**config.mk**
```make
export PLATFORM = sky130hd
export DESIGN_NAME = fifo_producer
export DESIGN_NICKNAME = d
export VERILOG_FILES = /design/src/rtl/fifo_producer.sv
export SDC_FILE = /design/constraint.sdc
export NUM_CORES = 1
export LEC_CHECK = 0
export ABC_CLOCK_PERIOD_IN_PS = 2500
export CORE_MARGIN = 2
export CORE_UTILIZATION = 50
export DETAILED_ROUTE_END_ITERATION = 10
export HOLD_SLACK_MARGIN = 0.12
export PLACE_DENSITY = 0.76
export SLEW_MARGIN = 20
export SYNTH_ARGS = -nofsm -noshare
export SYNTH_HDL_FRONTEND = slang
export SYNTH_SLANG_ARGS = --single-unit
```
**constraint.sdc**
```tcl
create_clock -name w_clk -period 2.5 [get_ports w_clk]
set_input_delay 0.5 -clock w_clk [delete_from_list [all_inputs] [get_ports w_clk]]
set_output_delay 0.5 -clock w_clk [all_outputs]
set_load 0.05 [all_outputs]
```
**src/rtl/fifo_producer.sv**
```systemverilog
// fifo_producer -- write-side engine of the async FIFO.
//
// Accepts words from a source over a wr_req/wr_ready handshake, holds them
// in a small staging queue and drains the queue into FIFO memory through
// w_en/mem_data_in whenever the core reports f_full=0. Everything lives in
// the w_clk domain; pointer synchronisation stays in the FIFO core.
//
// Ports:
//   w_clk        write-domain clock (posedge)
//   wrst         synchronous active-high reset
//   wr_req       source presents data_in this cycle
//   data_in      source data word
//   wr_ready     staging queue can take a word this cycle
//   f_full       FIFO full flag from the core (w_clk domain)
//   w_en         FIFO memory write strobe
//   mem_data_in  word written to FIFO memory when w_en=1 (queue head)
//   stage_count  occupied staging entries, 0..STAGE_DEPTH
//   ovf_err      sticky: wr_req seen while wr_ready=0
//
// Optional build macro FIFO_PRODUCER_STATS_EN adds:
//   wr_count     32-bit count of memory writes (w_en edges), wraps
//   stall_cycles 32-bit count of cycles spent in STALL, wraps
module fifo_producer #(
  parameter int DATA_WIDTH  = 32,
  parameter int STAGE_DEPTH = 4,
  localparam int CW         = $clog2(STAGE_DEPTH) + 1
) (
  input  logic                  w_clk,
  input  logic                  wrst,
  input  logic                  wr_req,
  input  logic [DATA_WIDTH-1:0] data_in,
  output logic                  wr_ready,
  input  logic                  f_full,
  output logic                  w_en,
  output logic [DATA_WIDTH-1:0] mem_data_in,
  output logic [CW-1:0]         stage_count,
`ifdef FIFO_PRODUCER_STATS_EN
  output logic [31:0]           wr_count,
  output logic [31:0]           stall_cycles,
`endif
  output logic                  ovf_err
);

  localparam int PW = $clog2(STAGE_DEPTH);

  typedef enum logic [1:0] {
    IDLE  = 2'd0,
    SEND  = 2'd1,
    STALL = 2'd2
  } state_t;

  state_t                state_q, state_d;
  logic [DATA_WIDTH-1:0] mem_q [STAGE_DEPTH];
  logic [PW-1:0]         wr_ptr_q, wr_ptr_d;
  logic [PW-1:0]         rd_ptr_q, rd_ptr_d;
  logic [CW-1:0]         cnt_q, cnt_d;
  logic                  ovf_q, ovf_d;
  logic                  push, pop;

  // Handshake and drain strobes. wr_ready looks only at the registered
  // count, so a pop in the same cycle never opens a slot in a full queue.
  // state_q is IDLE exactly when the registered count is zero.
  always_comb begin
    wr_ready = (cnt_q < CW'(STAGE_DEPTH)) && !wrst;
    w_en     = (state_q != IDLE) && !f_full && !wrst;
    push     = wr_req && wr_ready;
    pop      = w_en;
  end

  // Next-state for pointers, count and sticky overflow. Pointers wrap
  // naturally because STAGE_DEPTH is a power of two.
  always_comb begin
    wr_ptr_d = wr_ptr_q + PW'(push);
    rd_ptr_d = rd_ptr_q + PW'(pop);
    cnt_d    = cnt_q + CW'(push) - CW'(pop);
    ovf_d    = ovf_q | (wr_req && !wr_ready && !wrst);
  end

  // State follows the count and f_full as they stand after the edge.
  always_comb begin
    state_d = state_q;
    if (cnt_d == '0)  state_d = IDLE;
    else if (f_full)  state_d = STALL;
    else              state_d = SEND;
  end

  always_ff @(posedge w_clk) begin
    if (wrst) begin
      wr_ptr_q <= '0;
      rd_ptr_q <= '0;
      cnt_q    <= '0;
      ovf_q    <= 1'b0;
      state_q  <= IDLE;
      // Storage is cleared so mem_data_in reads zero out of reset and no
      // discarded word can resurface later.
      for (int i = 0; i < STAGE_DEPTH; i++) mem_q[i] <= '0;
    end else begin
      wr_ptr_q <= wr_ptr_d;
      rd_ptr_q <= rd_ptr_d;
      cnt_q    <= cnt_d;
      ovf_q    <= ovf_d;
      state_q  <= state_d;
      if (push) mem_q[wr_ptr_q] <= data_in;
    end
  end

  // Head entry is registered storage: no combinational path from data_in.
  assign mem_data_in = mem_q[rd_ptr_q];
  assign stage_count = cnt_q;
  assign ovf_err     = ovf_q;

`ifdef FIFO_PRODUCER_STATS_EN
  logic [31:0] wr_count_q, stall_cycles_q;

  always_ff @(posedge w_clk) begin
    if (wrst) begin
      wr_count_q     <= '0;
      stall_cycles_q <= '0;
    end else begin
      if (w_en)             wr_count_q     <= wr_count_q + 32'd1;
      if (state_q == STALL) stall_cycles_q <= stall_cycles_q + 32'd1;
    end
  end

  assign wr_count     = wr_count_q;
  assign stall_cycles = stall_cycles_q;
`endif

endmodule

```
==> results_dict.tcl <==
set metrics [dict create \
    status "complete, no violations" \
    cts.path.max_buffers 2 \
    skew_ns 0.0106 \
    rows 40 \
    crit_fanout 13 \
    diodes 0 \
    dieArea_um2 13000 \
    p_clk_share_pct 37.8 \
    p_switching_mw 1.91 \
    synth_top_area_cell "edfxtp_1" \
    synthTopCellsByCount "128 x edfxtp_1, 97 x and2_1, 32 x and3_1, 32 x mux4_2, 12 x clkbuf_1" \
    finalHoldViolCount 0 \
    ys_seq_area_share_pct 67.0 \
    fmax_mhz 425 \
    io_buffers 73 \
    worstSetupStartpoint "rd_ptr_q[0]" \
    path_cells "buf_12, mux4_2, buf_4" \
    timing.rr.end "state_q[0]" \
    setup_viol 0 \
    fin_cells 610 \
    p_int_mw 5.32 \
    gp_congestion 0.749 \
    p_per_area_nw_per_um2 925 \
    cp_slowest_stage_delay_ns 0.55 \
    rsz0062_at_grt "false" \
    critPathArrivalTime_ns 1.85 \
    numCtsBuffers 17 \
    grt_antenna_before_repair 0 \
    vias 3355 \
    critPathKind "flip-flop to output port" \
    fin_crit_ns 2.35 \
    post-dp-hpwl_um 7040 \
    drt_iter0_drc 241 \
    cts_root_buffer "clkbuf_16" \
    synth_seq_cells 138 \
    cpLargestDelayFamily "multiplexers" \
    drc 0 \
    worstHoldPathType "flip-flop to flip-flop" \
    cts_max_level 4 \
    fin_hold_ws_ns 0.485 \
    cpMaxStageDelayCell "mux4_2" \
    hold_buffers 0 \
    die_h_um 114 \
    synth-edff-count 128 \
    worst_pin_slew_ns 0.495 \
    seqPwrFrac_pct 39.4 \
    crit_required_ns 2.00 \
    async_flop_share_pct 0 \
    grt_pass1_vias 3573 \
    maxSlewHeadroom_pct 66.9 \
    syn_area_per_cell_um2 16.7 \
    startpoint_type "flip-flop" \
    r2r_slack_ns 0.35 \
    synth_top_area_share_pct 63.7 \
    grt_pass1_wl_um 18600 \
    synth_area_leaders "edfxtp_1 64%, mux4_2 12%, and2_1 10%, and3_1 3.3%, dfxtp_1 3.3%" \
    synth_cells 361 \
    rr_worst_depth 8 \
    synth_warnings 0 \
    synth_ff_type "edfxtp_1" \
    slew_viol_final 0 \
    post-cts-setup-buffers 0 \
    leakage_nw 3.00 \
    dr.pass1.iters 4 \
    drive_gt1_share_pct 27.9 \
    core_um2 11900 \
    finalCritPeriodShare_pct 94.1 \
    track_usage_pct 19.8 \
    syn_nets 400 \
    max-vdd-ir-drop_uv 629 \
    drt-total-wl_um 11900 \
    viasPerCell 5.50 \
    overflow 0 \
    syn_to_final_growth_pct 29.5 \
    dp_cells 578 \
    final_nets 489 \
    worst-path-buf-inv 2 \
    grt_start_max_net_pins 34 \
    rr_startpoint "stage_count[2]" \
    cp-end-kind "output port" \
    insertion_delay_ns 0.41 \
    netlist-cell-type-count 30 \
    wl_per_cell_um 19.6 \
    initial_core_util_pct 50.7 \
    hp-start "ovf_err" \
    cts.reportedPaths.clkPinSlew_ns 0.06 \
    ant_nets 0 \
    yosysMostFrequentCell "edfxtp_1" \
    hold_depth 2 \
    hold_end "ovf_err" \
    netlist_area_um2 6030 \
    cts_tree "built" \
    cap_viol_max_count 0 \
    power_switching_share_pct 26.4 \
    die_x_um 114 \
    cts.sinks 138 \
    combPwrFrac_pct 22.8 \
    ioPinCount 74 \
]
==> state kept, by name, indices dropped and copies added, names as in the netlist <==
register     flops
state_q          2
stage_count      3
rd_ptr_q         2
wr_ptr_q         2
ovf_err          1
mem_q          128
==> layout by cell type, fill, tap and decap left out, types with 2 or more instances in the layout <==
cell type,netlist,layout
edfxtp_1,128,128
and2_1,97,97
clkdlybuf4s50_1,0,39
buf_4,0,36
mux4_2,32,32
and3_1,32,32
buf_12,0,21
clkbuf_16,0,17
dfxtp_1,10,8
bufinv_16,0,6
nor2_1,5,4
clkinv_1,0,4
or2_2,3,3
a21oi_1,3,3
nor3_4,1,2
inv_1,2,2
xnor2_1,2,2
nor3b_4,2,2
and2b_1,2,2
ha_1,2,2
clkinvlp_4,0,2
clkinv_2,0,2
==> power groups by stage <==
stage	logic, mW	registers (mW)	clock network (mW)
after floorplan	0.964	2.92	0
after global placement	1.62	2.88	0
after detailed placement	1.65	2.90	0
after CTS	1.65	2.85	2.77
after global routing	1.73	2.87	2.85
final	1.65	2.85	2.73
==> cell families (layout without fill, tap and decap cells) <==
logic type	count (synthesis)	after routing	share of synthesized area [%]
AND/OR/NAND/NOR	151	151	16.1
flip-flops	138	138	67.0
multiplexers	32	32	11.9
buffers and inverters	28	130	2.86
AO/OA/AOI/OAI	6	6	0.601
adder cells (fa/ha/maj)	3	3	0.747
XOR/XNOR	3	3	0.684
==> metrics by stage <==
stage	utilization [%]	setup slack (ns)	power, mW	area [µm²]	setup TNS, ns
floorplan	-	0.0216	3.89	6040	0
global placement	60.0	-0.216	4.50	7150	-0.448
detailed placement	60.0	-0.335	4.55	7150	-0.780
CTS	65.5	0.0883	7.27	7810	0
global route	65.6	0.0575	7.45	7810	0
finish	65.6	0.146	7.22	7810	0
==> layer usage <==
| metal | vias to the layer above | share of wire, % | GRT usage [%] | routed length (µm) |
|---|---|---|---|---|
| met2 | 114 | 53 | 34.0 | 6310 |
| met4 | 0 | 1.3 | 8.70 | 152 |
| met1 | 1693 | 39 | 23.7 | 4720 |
| met5 | - | 0 | 0 | 0 |
| li1 | 1536 | - | - | - |
| met3 | 12 | 6.4 | 5.42 | 766 |
==> how the worst max path moves through the flow <==
stage | endpoint | cells past startpoint | slack (ns)
finish | mem_data_in[28] | 3 | 0.15
global route | state_q[1] | 9 | 0.06
CTS | state_q[1] | 9 | 0.09
detailed placement | state_q[1] | 9 | -0.33
global placement | state_q[1] | 9 | -0.22
floorplan | state_q[1] | 9 | 0.02
==> worst register-to-register path, cell delays in order (launching register included) <==
cell     delay [ns]
dfxtp_1        0.37
or3b_1         0.43
xnor2_1        0.16
ha_1           0.17
inv_1          0.05
fa_1           0.36
xor3_1         0.22
nor3b_2        0.21
nor3_1         0.06
==> repair_timing <==
action / 4_1_cts / 5_1_grt
endpoints found under the setup margin: 1 / 2
pin swaps: 0 / 0
gates resized for setup: 1 / 1
==> cell type report <==
| cell class | count | area, µm² |
|---|---|---|
| Clock inverter | 15 | 229 |
| Multi-Input combinational cell | 195 | 1840 |
| Sequential cell | 138 | 4050 |
| Timing Repair Buffer | 96 | 1080 |
| Tap cell | 147 | 184 |
| Clock buffer | 17 | 425 |
| Fill cell | 825 | 4100 |
| Inverter | 2 | 7.51 |
(Power assumes the default switching activity.)
